===== src/rtl/vga_sync_monitor.sv =====
// Receive-side VGA timing monitor: recovers pixel coordinates from hsync/vsync,
// validates line/frame timing and reports lock, frame and error status.
module vga_sync_monitor #(
    parameter int unsigned H_ACTIVE = 640,
    parameter int unsigned H_FP     = 16,
    parameter int unsigned H_SYNC   = 96,
    parameter int unsigned H_BP     = 48,
    parameter int unsigned V_ACTIVE = 480,
    parameter int unsigned V_FP     = 10,
    parameter int unsigned V_SYNC   = 2,
    parameter int unsigned V_BP     = 33,
    parameter int unsigned TIMEOUT  = 1023
) (
    input  logic       i_Clk,
    input  logic       i_Reset,
    input  logic       i_Hsync,
    input  logic       i_Vsync,
    output logic [9:0] o_Pixel_X,
    output logic [9:0] o_Pixel_Y,
    output logic       o_Display_Area,
    output logic       o_Locked,
    output logic       o_Frame_Start,
    output logic [7:0] o_Frame_Count,
    output logic [7:0] o_Error_Count,
    output logic       o_Timing_Error
);

    localparam int unsigned H_TOTAL = H_ACTIVE + H_FP + H_SYNC + H_BP;
    localparam int unsigned V_TOTAL = V_ACTIVE + V_FP + V_SYNC + V_BP;
    localparam int unsigned H_START = H_SYNC + H_BP;
    localparam int unsigned V_START = V_SYNC + V_BP;
    localparam int unsigned HW      = $clog2(TIMEOUT + 1);
    localparam int unsigned VW      = $clog2(V_TOTAL) + 1;

    typedef enum logic [1:0] {
        SEARCH  = 2'd0,
        MEASURE = 2'd1,
        LOCKED  = 2'd2
    } state_t;

    state_t          state_q, state_d;
    logic            hs_q, vs_q, hs_d, vs_d;
    logic [HW-1:0]   h_cnt_q, h_cur;
    logic [VW-1:0]   v_cnt_q, v_cur;
    logic            v_low_bad_q, v_low_bad_d;
    logic            frame_err_q, frame_err_d;

    logic            h_fall, h_rise, v_fall, v_rise;
    logic            line_err, hw_err, tmo_err, vedge_err, frame_err, err_now;
    logic            active;
    logic [9:0]      px_d, py_d;
    logic            da_d, locked_d, fs_d, te_d;
    logic [7:0]      fc_d, ec_d;

    // Edge detection and position recovery on the registered sync copies
    always_comb begin
        h_fall = hs_d & ~hs_q;
        h_rise = ~hs_d & hs_q;
        v_fall = vs_d & ~vs_q;
        v_rise = ~vs_d & vs_q;

        h_cur = h_cnt_q;
        if (h_fall)
            h_cur = '0;
        else if (h_cnt_q != HW'(TIMEOUT))
            h_cur = h_cnt_q + HW'(1);

        v_cur = v_cnt_q;
        if (h_fall) begin
            if (v_fall)
                v_cur = '0;
            else if (v_cnt_q != '1)
                v_cur = v_cnt_q + VW'(1);
        end

        line_err  = h_fall & (h_cnt_q != HW'(H_TOTAL - 1));
        hw_err    = h_rise & (h_cnt_q != HW'(H_SYNC - 1));
        tmo_err   = ~h_fall & (h_cnt_q == HW'(TIMEOUT - 1));
        vedge_err = (v_fall | v_rise) & ~h_fall;
        frame_err = v_fall & ((v_cnt_q != VW'(V_TOTAL - 1)) | v_low_bad_q);
        err_now   = line_err | hw_err | tmo_err | vedge_err | frame_err;

        // Vsync low width is captured at its rise and judged at the next fall
        v_low_bad_d = v_low_bad_q;
        if (v_rise)
            v_low_bad_d = ~h_fall | (v_cnt_q != VW'(V_SYNC - 1));

        active = (h_cur >= HW'(H_START)) && (h_cur < HW'(H_START + H_ACTIVE)) &&
                 (v_cur >= VW'(V_START)) && (v_cur < VW'(V_START + V_ACTIVE));
    end

    // Lock state machine and status counters
    always_comb begin
        state_d     = state_q;
        frame_err_d = frame_err_q;
        fc_d        = o_Frame_Count;
        ec_d        = o_Error_Count;
        te_d        = o_Timing_Error;
        fs_d        = 1'b0;

        case (state_q)
            SEARCH: begin
                if (v_fall) begin
                    state_d     = MEASURE;
                    frame_err_d = 1'b0;
                end
            end
            MEASURE: begin
                if (v_fall) begin
                    frame_err_d = 1'b0;
                    if (!(frame_err_q || err_now)) begin
                        state_d = LOCKED;
                        fc_d    = 8'd1;
                        fs_d    = 1'b1;
                    end
                end else begin
                    frame_err_d = frame_err_q | err_now;
                end
            end
            LOCKED: begin
                if (err_now) begin
                    state_d = SEARCH;
                    te_d    = 1'b1;
                    if (o_Error_Count != 8'hFF)
                        ec_d = o_Error_Count + 8'd1;
                end else if (v_fall) begin
                    fs_d = 1'b1;
                    fc_d = o_Frame_Count + 8'd1;
                end
            end
            default: state_d = SEARCH;
        endcase

        locked_d = (state_d == LOCKED);
        da_d     = active & locked_d;
        px_d     = active ? 10'(h_cur - HW'(H_START)) : 10'd0;
        py_d     = active ? 10'(v_cur - VW'(V_START)) : 10'd0;
    end

    always_ff @(posedge i_Clk or posedge i_Reset) begin
        if (i_Reset) begin
            state_q        <= SEARCH;
            hs_q           <= 1'b1;
            vs_q           <= 1'b1;
            hs_d           <= 1'b1;
            vs_d           <= 1'b1;
            h_cnt_q        <= '0;
            v_cnt_q        <= '0;
            v_low_bad_q    <= 1'b0;
            frame_err_q    <= 1'b0;
            o_Pixel_X      <= '0;
            o_Pixel_Y      <= '0;
            o_Display_Area <= 1'b0;
            o_Locked       <= 1'b0;
            o_Frame_Start  <= 1'b0;
            o_Frame_Count  <= '0;
            o_Error_Count  <= '0;
            o_Timing_Error <= 1'b0;
        end else begin
            state_q        <= state_d;
            hs_q           <= i_Hsync;
            vs_q           <= i_Vsync;
            hs_d           <= hs_q;
            vs_d           <= vs_q;
            h_cnt_q        <= h_cur;
            v_cnt_q        <= v_cur;
            v_low_bad_q    <= v_low_bad_d;
            frame_err_q    <= frame_err_d;
            o_Pixel_X      <= px_d;
            o_Pixel_Y      <= py_d;
            o_Display_Area <= da_d;
            o_Locked       <= locked_d;
            o_Frame_Start  <= fs_d;
            o_Frame_Count  <= fc_d;
            o_Error_Count  <= ec_d;
            o_Timing_Error <= te_d;
        end
    end

endmodule


===== config.mk =====
export PLATFORM = sky130hd
export DESIGN_NAME = vga_sync_monitor
export DESIGN_NICKNAME = d
export VERILOG_FILES = /design/src/rtl/vga_sync_monitor.sv
export SDC_FILE = /design/constraint.sdc
export NUM_CORES = 1
export LEC_CHECK = 0
export BUFFER_PORTS_ARGS = -buffer_cell sky130_fd_sc_hd__buf_2
export CAP_MARGIN = 40
export CORE_MARGIN = 2
export CORE_UTILIZATION = 55
export DETAILED_ROUTE_END_ITERATION = 8
export GPL_TIMING_DRIVEN = 0
export PLACE_DENSITY_LB_ADDON = 0.05
export SYNTH_ARGS = -nofsm -noshare
export SYNTH_HDL_FRONTEND = slang
export SYNTH_SLANG_ARGS = --single-unit

===== constraint.sdc =====
create_clock -name i_Clk -period 4.4 [get_ports i_Clk]
set_input_delay 0 -clock i_Clk [delete_from_list [all_inputs] [get_ports i_Clk]]
set_output_delay 0 -clock i_Clk [all_outputs]
set_load 0.01 [all_outputs]

==> results.sh <==
export IMPL_fin_cells=575
export IMPL_irDropWorstVdd_v=0.0002790
export IMPL_fin_setup_tns_ps=0
export IMPL_final_core_utilization_pct=63.80
export IMPL_regArea_mm2=0.001732
export IMPL_fin_area_mm2=0.004578
export IMPL_fill_cells=599
export IMPL_arrival_ps=4110
export IMPL_hold_path_class="input pin to async pin"
export IMPL_multi_input_area_mm2=0.002066
export IMPL_synth_nets=434
export IMPL_grt_setup_unrepaired="false"
export IMPL_clockRootBuffer="clkbuf_8"
export IMPL_numCtsBuffers=9
export IMPL_cts_tree="built"
export IMPL_cts_sinks=69
export IMPL_cts_buffer_depth=2
export IMPL_grt_pass1_wl_um=15050
export IMPL_drive_above_1_share_pct=21.43
export IMPL_dp_slack_ps=538.7
export IMPL_timing_final_max_slew_violations=0
export IMPL_clk_latency_ps=340
export IMPL_synth_async_reset_ratio_pct=100.0
export IMPL_ant_nets=0
export IMPL_netlist_area_mm2=0.004028
export IMPL_synth_distinct_cells=71
export IMPL_drt_total_wl_um=9046
export IMPL_max_cap_violations=0
export IMPL_cp_data_required_time_ps=4620
export IMPL_cp_slowest_cell="dfstp_2"
export IMPL_synth_edf_count=0
export IMPL_min_period_ps=3893
export IMPL_worstMarginPinSlew_ps=579.7
export IMPL_wl_per_cell_um=15.73
export IMPL_rows=31
export IMPL_core_area_mm2=0.007176
export IMPL_place_congestion=0.8752
export IMPL_dieArea_mm2=0.008024
export IMPL_grt_usage_pct=24.40
export IMPL_hpwlAfterDp_um=6540
export IMPL_fin_crit_sh_pct=88.47
export IMPL_start_util_pct=56.13
export IMPL_p_per_area_mw_per_mm2=327.5
export IMPL_syn_area_per_cell_um2=9.729
export IMPL_drc_errors=0
export IMPL_ys_flop_type="dfrtp_1"
export IMPL_yosys_warnings=0
export IMPL_path_max_fanout=10
export IMPL_hold_viol=0
export IMPL_cts_resized_gates=0
export IMPL_grt_overflow=0
export IMPL_antenna_found_initial=0
export IMPL_endpoint_kind="flop"
export IMPL_vias_per_cell=5.908
export IMPL_slowest_delay_ps=580
export IMPL_outcome="complete, no violations"
export IMPL_firstDrtPassIters=4
export IMPL_max_freq_ghz=0.2569
export IMPL_nets=492
export IMPL_vias=3397
export IMPL_worst_setup_path_type="flop to flop"
export IMPL_area_growth_synth_to_final_pct=13.67
export IMPL_finalWorstSetupSlack_ps=507.3
export IMPL_p_leak_nw=2.260
export IMPL_critPathLaunchType="flop"
export IMPL_ios=44
export IMPL_fin_worst_skew_ps=6.823
export IMPL_setup_violations=0
export IMPL_clk_pin_slew_ps=60
export IMPL_ys_seq_elements=69
export IMPL_die_w_um=89.58
export IMPL_dp_cells=557
export IMPL_grt_pass1_vias=3187
export IMPL_portBuffers=43
export IMPL_postSynthCellCount=414
export IMPL_drt_iter0_drc=177
export IMPL_cp_cell_sequence="and2b_1 -> clkbuf_1 -> clkbuf_1 -> o21ai_0 -> mux2_2 -> ha_1 -> nor3_2 -> a211oi_2 -> o32ai_4 -> buf_6 -> buf_6 -> nor2_1"
export IMPL_synth_seq_area_share_pct=42.99
export IMPL_grt_max_degree=41
export IMPL_fp_dieH_um=89.58
export IMPL_h_tree_depth=3
export IMPL_maxSlewHeadroom_pct=61.31
export IMPL_dpl_cell_area_mm2=0.004389
export IMPL_n_antenna_cell=0
[cell usage after synthesis, types with 3 or more instances]
library cell / n / area, um2
xor2_1: 6 / 52.55
and4_1: 7 / 61.31
o211a_1: 3 / 30.03
nand3_1: 12 / 60.06
clkbuf_1: 6 / 22.52
nor2b_1: 7 / 43.79
or3_1: 3 / 18.77
o311ai_0: 4 / 35.03
a41oi_1: 3 / 26.28
buf_2: 15 / 75.07
a211oi_1: 4 / 30.03
nand2b_1: 4 / 25.02
a31o_2: 3 / 26.28
dfrtp_1: 65 / 1627
nor2_1: 36 / 135.1
inv_1: 28 / 105.1
a41o_1: 3 / 30.03
o211ai_1: 4 / 30.03
xnor2_1: 12 / 105.1
ha_1: 16 / 200.2
nand2_1: 22 / 82.58
a2111oi_2: 3 / 45.04
and2_1: 5 / 31.28
nand4_1: 16 / 100.1
a31oi_1: 8 / 50.05
dfstp_2: 4 / 105.1
o21ai_0: 21 / 105.1
and3_1: 9 / 56.30
a21oi_1: 11 / 55.05
nor3_1: 13 / 65.06
mux2i_1: 3 / 30.03
nor3b_1: 6 / 45.04
[layout by cell type (no fill, tap or decap), types with 10 or more instances in the layout]
| cell | n |
|---|---|
| nand4_1 | 16 |
| ha_1 | 16 |
| nand3_1 | 12 |
| dfrtp_1 | 65 |
| nor2_1 | 36 |
| nor3_1 | 13 |
| o21ai_0 | 21 |
| a21oi_1 | 11 |
| buf_2 | 58 |
| inv_1 | 27 |
| clkbuf_8 | 10 |
| xnor2_1 | 12 |
| nand2_1 | 22 |
[routing by layer]
metal  GRT usage, %  part of all wire, %
met5              0                    0
met4          8.955                  1.8
met3          5.393                  4.3
met2          40.17                   49
met1          31.67                   45
[registers in the layout, summed over array words and instances (netlist names)]
name            count
frame_err_q         1
h_cnt_q            10
hs_d                1
hs_q                1
o_Display_Area      1
o_Error_Count       8
o_Frame_Count       8
o_Frame_Start       1
o_Locked            1
o_Pixel_X          10
o_Pixel_Y          10
o_Timing_Error      1
state_q             2
v_cnt_q            11
v_low_bad_q         1
vs_d                1
vs_q                1
[through the flow]
step,hold WS (ps),power [W]
after detailed placement,15.53,0.001068
after global placement,105.1,0.001055
after CTS,187.7,0.001513
final,186.0,0.001499
after global routing,209.9,0.001601
after floorplan,4.478,0.0009820
[power by group]
| group | switching (W) | internal [W] |
|---|---|---|
| clock network | 0.000219 | 0.000216 |
| logic | 0.000208 | 0.000128 |
| registers | 0.0000525 | 0.000676 |
| total | 0.000480 | 0.00102 |
[logic make-up after synthesis]
family                   synth area share (%)
adder cells (fa/ha/maj)                 4.970
XOR/XNOR                                3.914
multiplexers                            1.305
flip-flops                              42.99
AND/OR/NAND/NOR                         21.62
buffers and inverters                   5.716
AO/OA/AOI/OAI                           19.48
[worst max-delay path: cells and delay by family, from the launching register on]
kind                     cells  cell delay, ps
buffers and inverters        4            1270
AO/OA/AOI/OAI                3             700
AND/OR/NAND/NOR              3             600
flip-flops                   1             580
multiplexers                 1             350
adder cells (fa/ha/maj)      1             260
[what timing repair did]
item	4_1_cts	5_1_grt
endpoints found under the setup margin	0	0
hold endpoints to repair	31	0
hold buffers	3	0
buffers inserted	0	0
[path summary, 6_finish.rpt]
path	start	endpoint	slack (ps)	cells after the start
worst max-delay path	hs_d$_DFF_PP1_	o_Pixel_X[4]$_DFF_PP0_	510	12
worst min-delay path	i_Reset	h_cnt_q[3]$_DFF_PP0_	190	3
worst max register to register	hs_d$_DFF_PP1_	o_Pixel_X[4]$_DFF_PP0_	510	12
worst min register to register	vs_q$_DFF_PP1_	vs_d$_DFF_PP1_	390	0
max in group asynchronous	i_Reset	vs_q$_DFF_PP1_	3620	4
min in group i_Clk	i_Vsync	vs_q$_DFF_PP1_	310	2
[area by class of cell]
type | count | share of cell area (%)
clock buffer | 13 | 3.252
tap | 99 | 2.706
inverter | 28 | 2.350
multi-input combinational | 293 | 45.12
buffer | 24 | 2.733
sequential | 69 | 37.82
clock inverter | 2 | 0.2186
timing repair buffer | 47 | 5.794
Power figures use the tool's default switching activity.
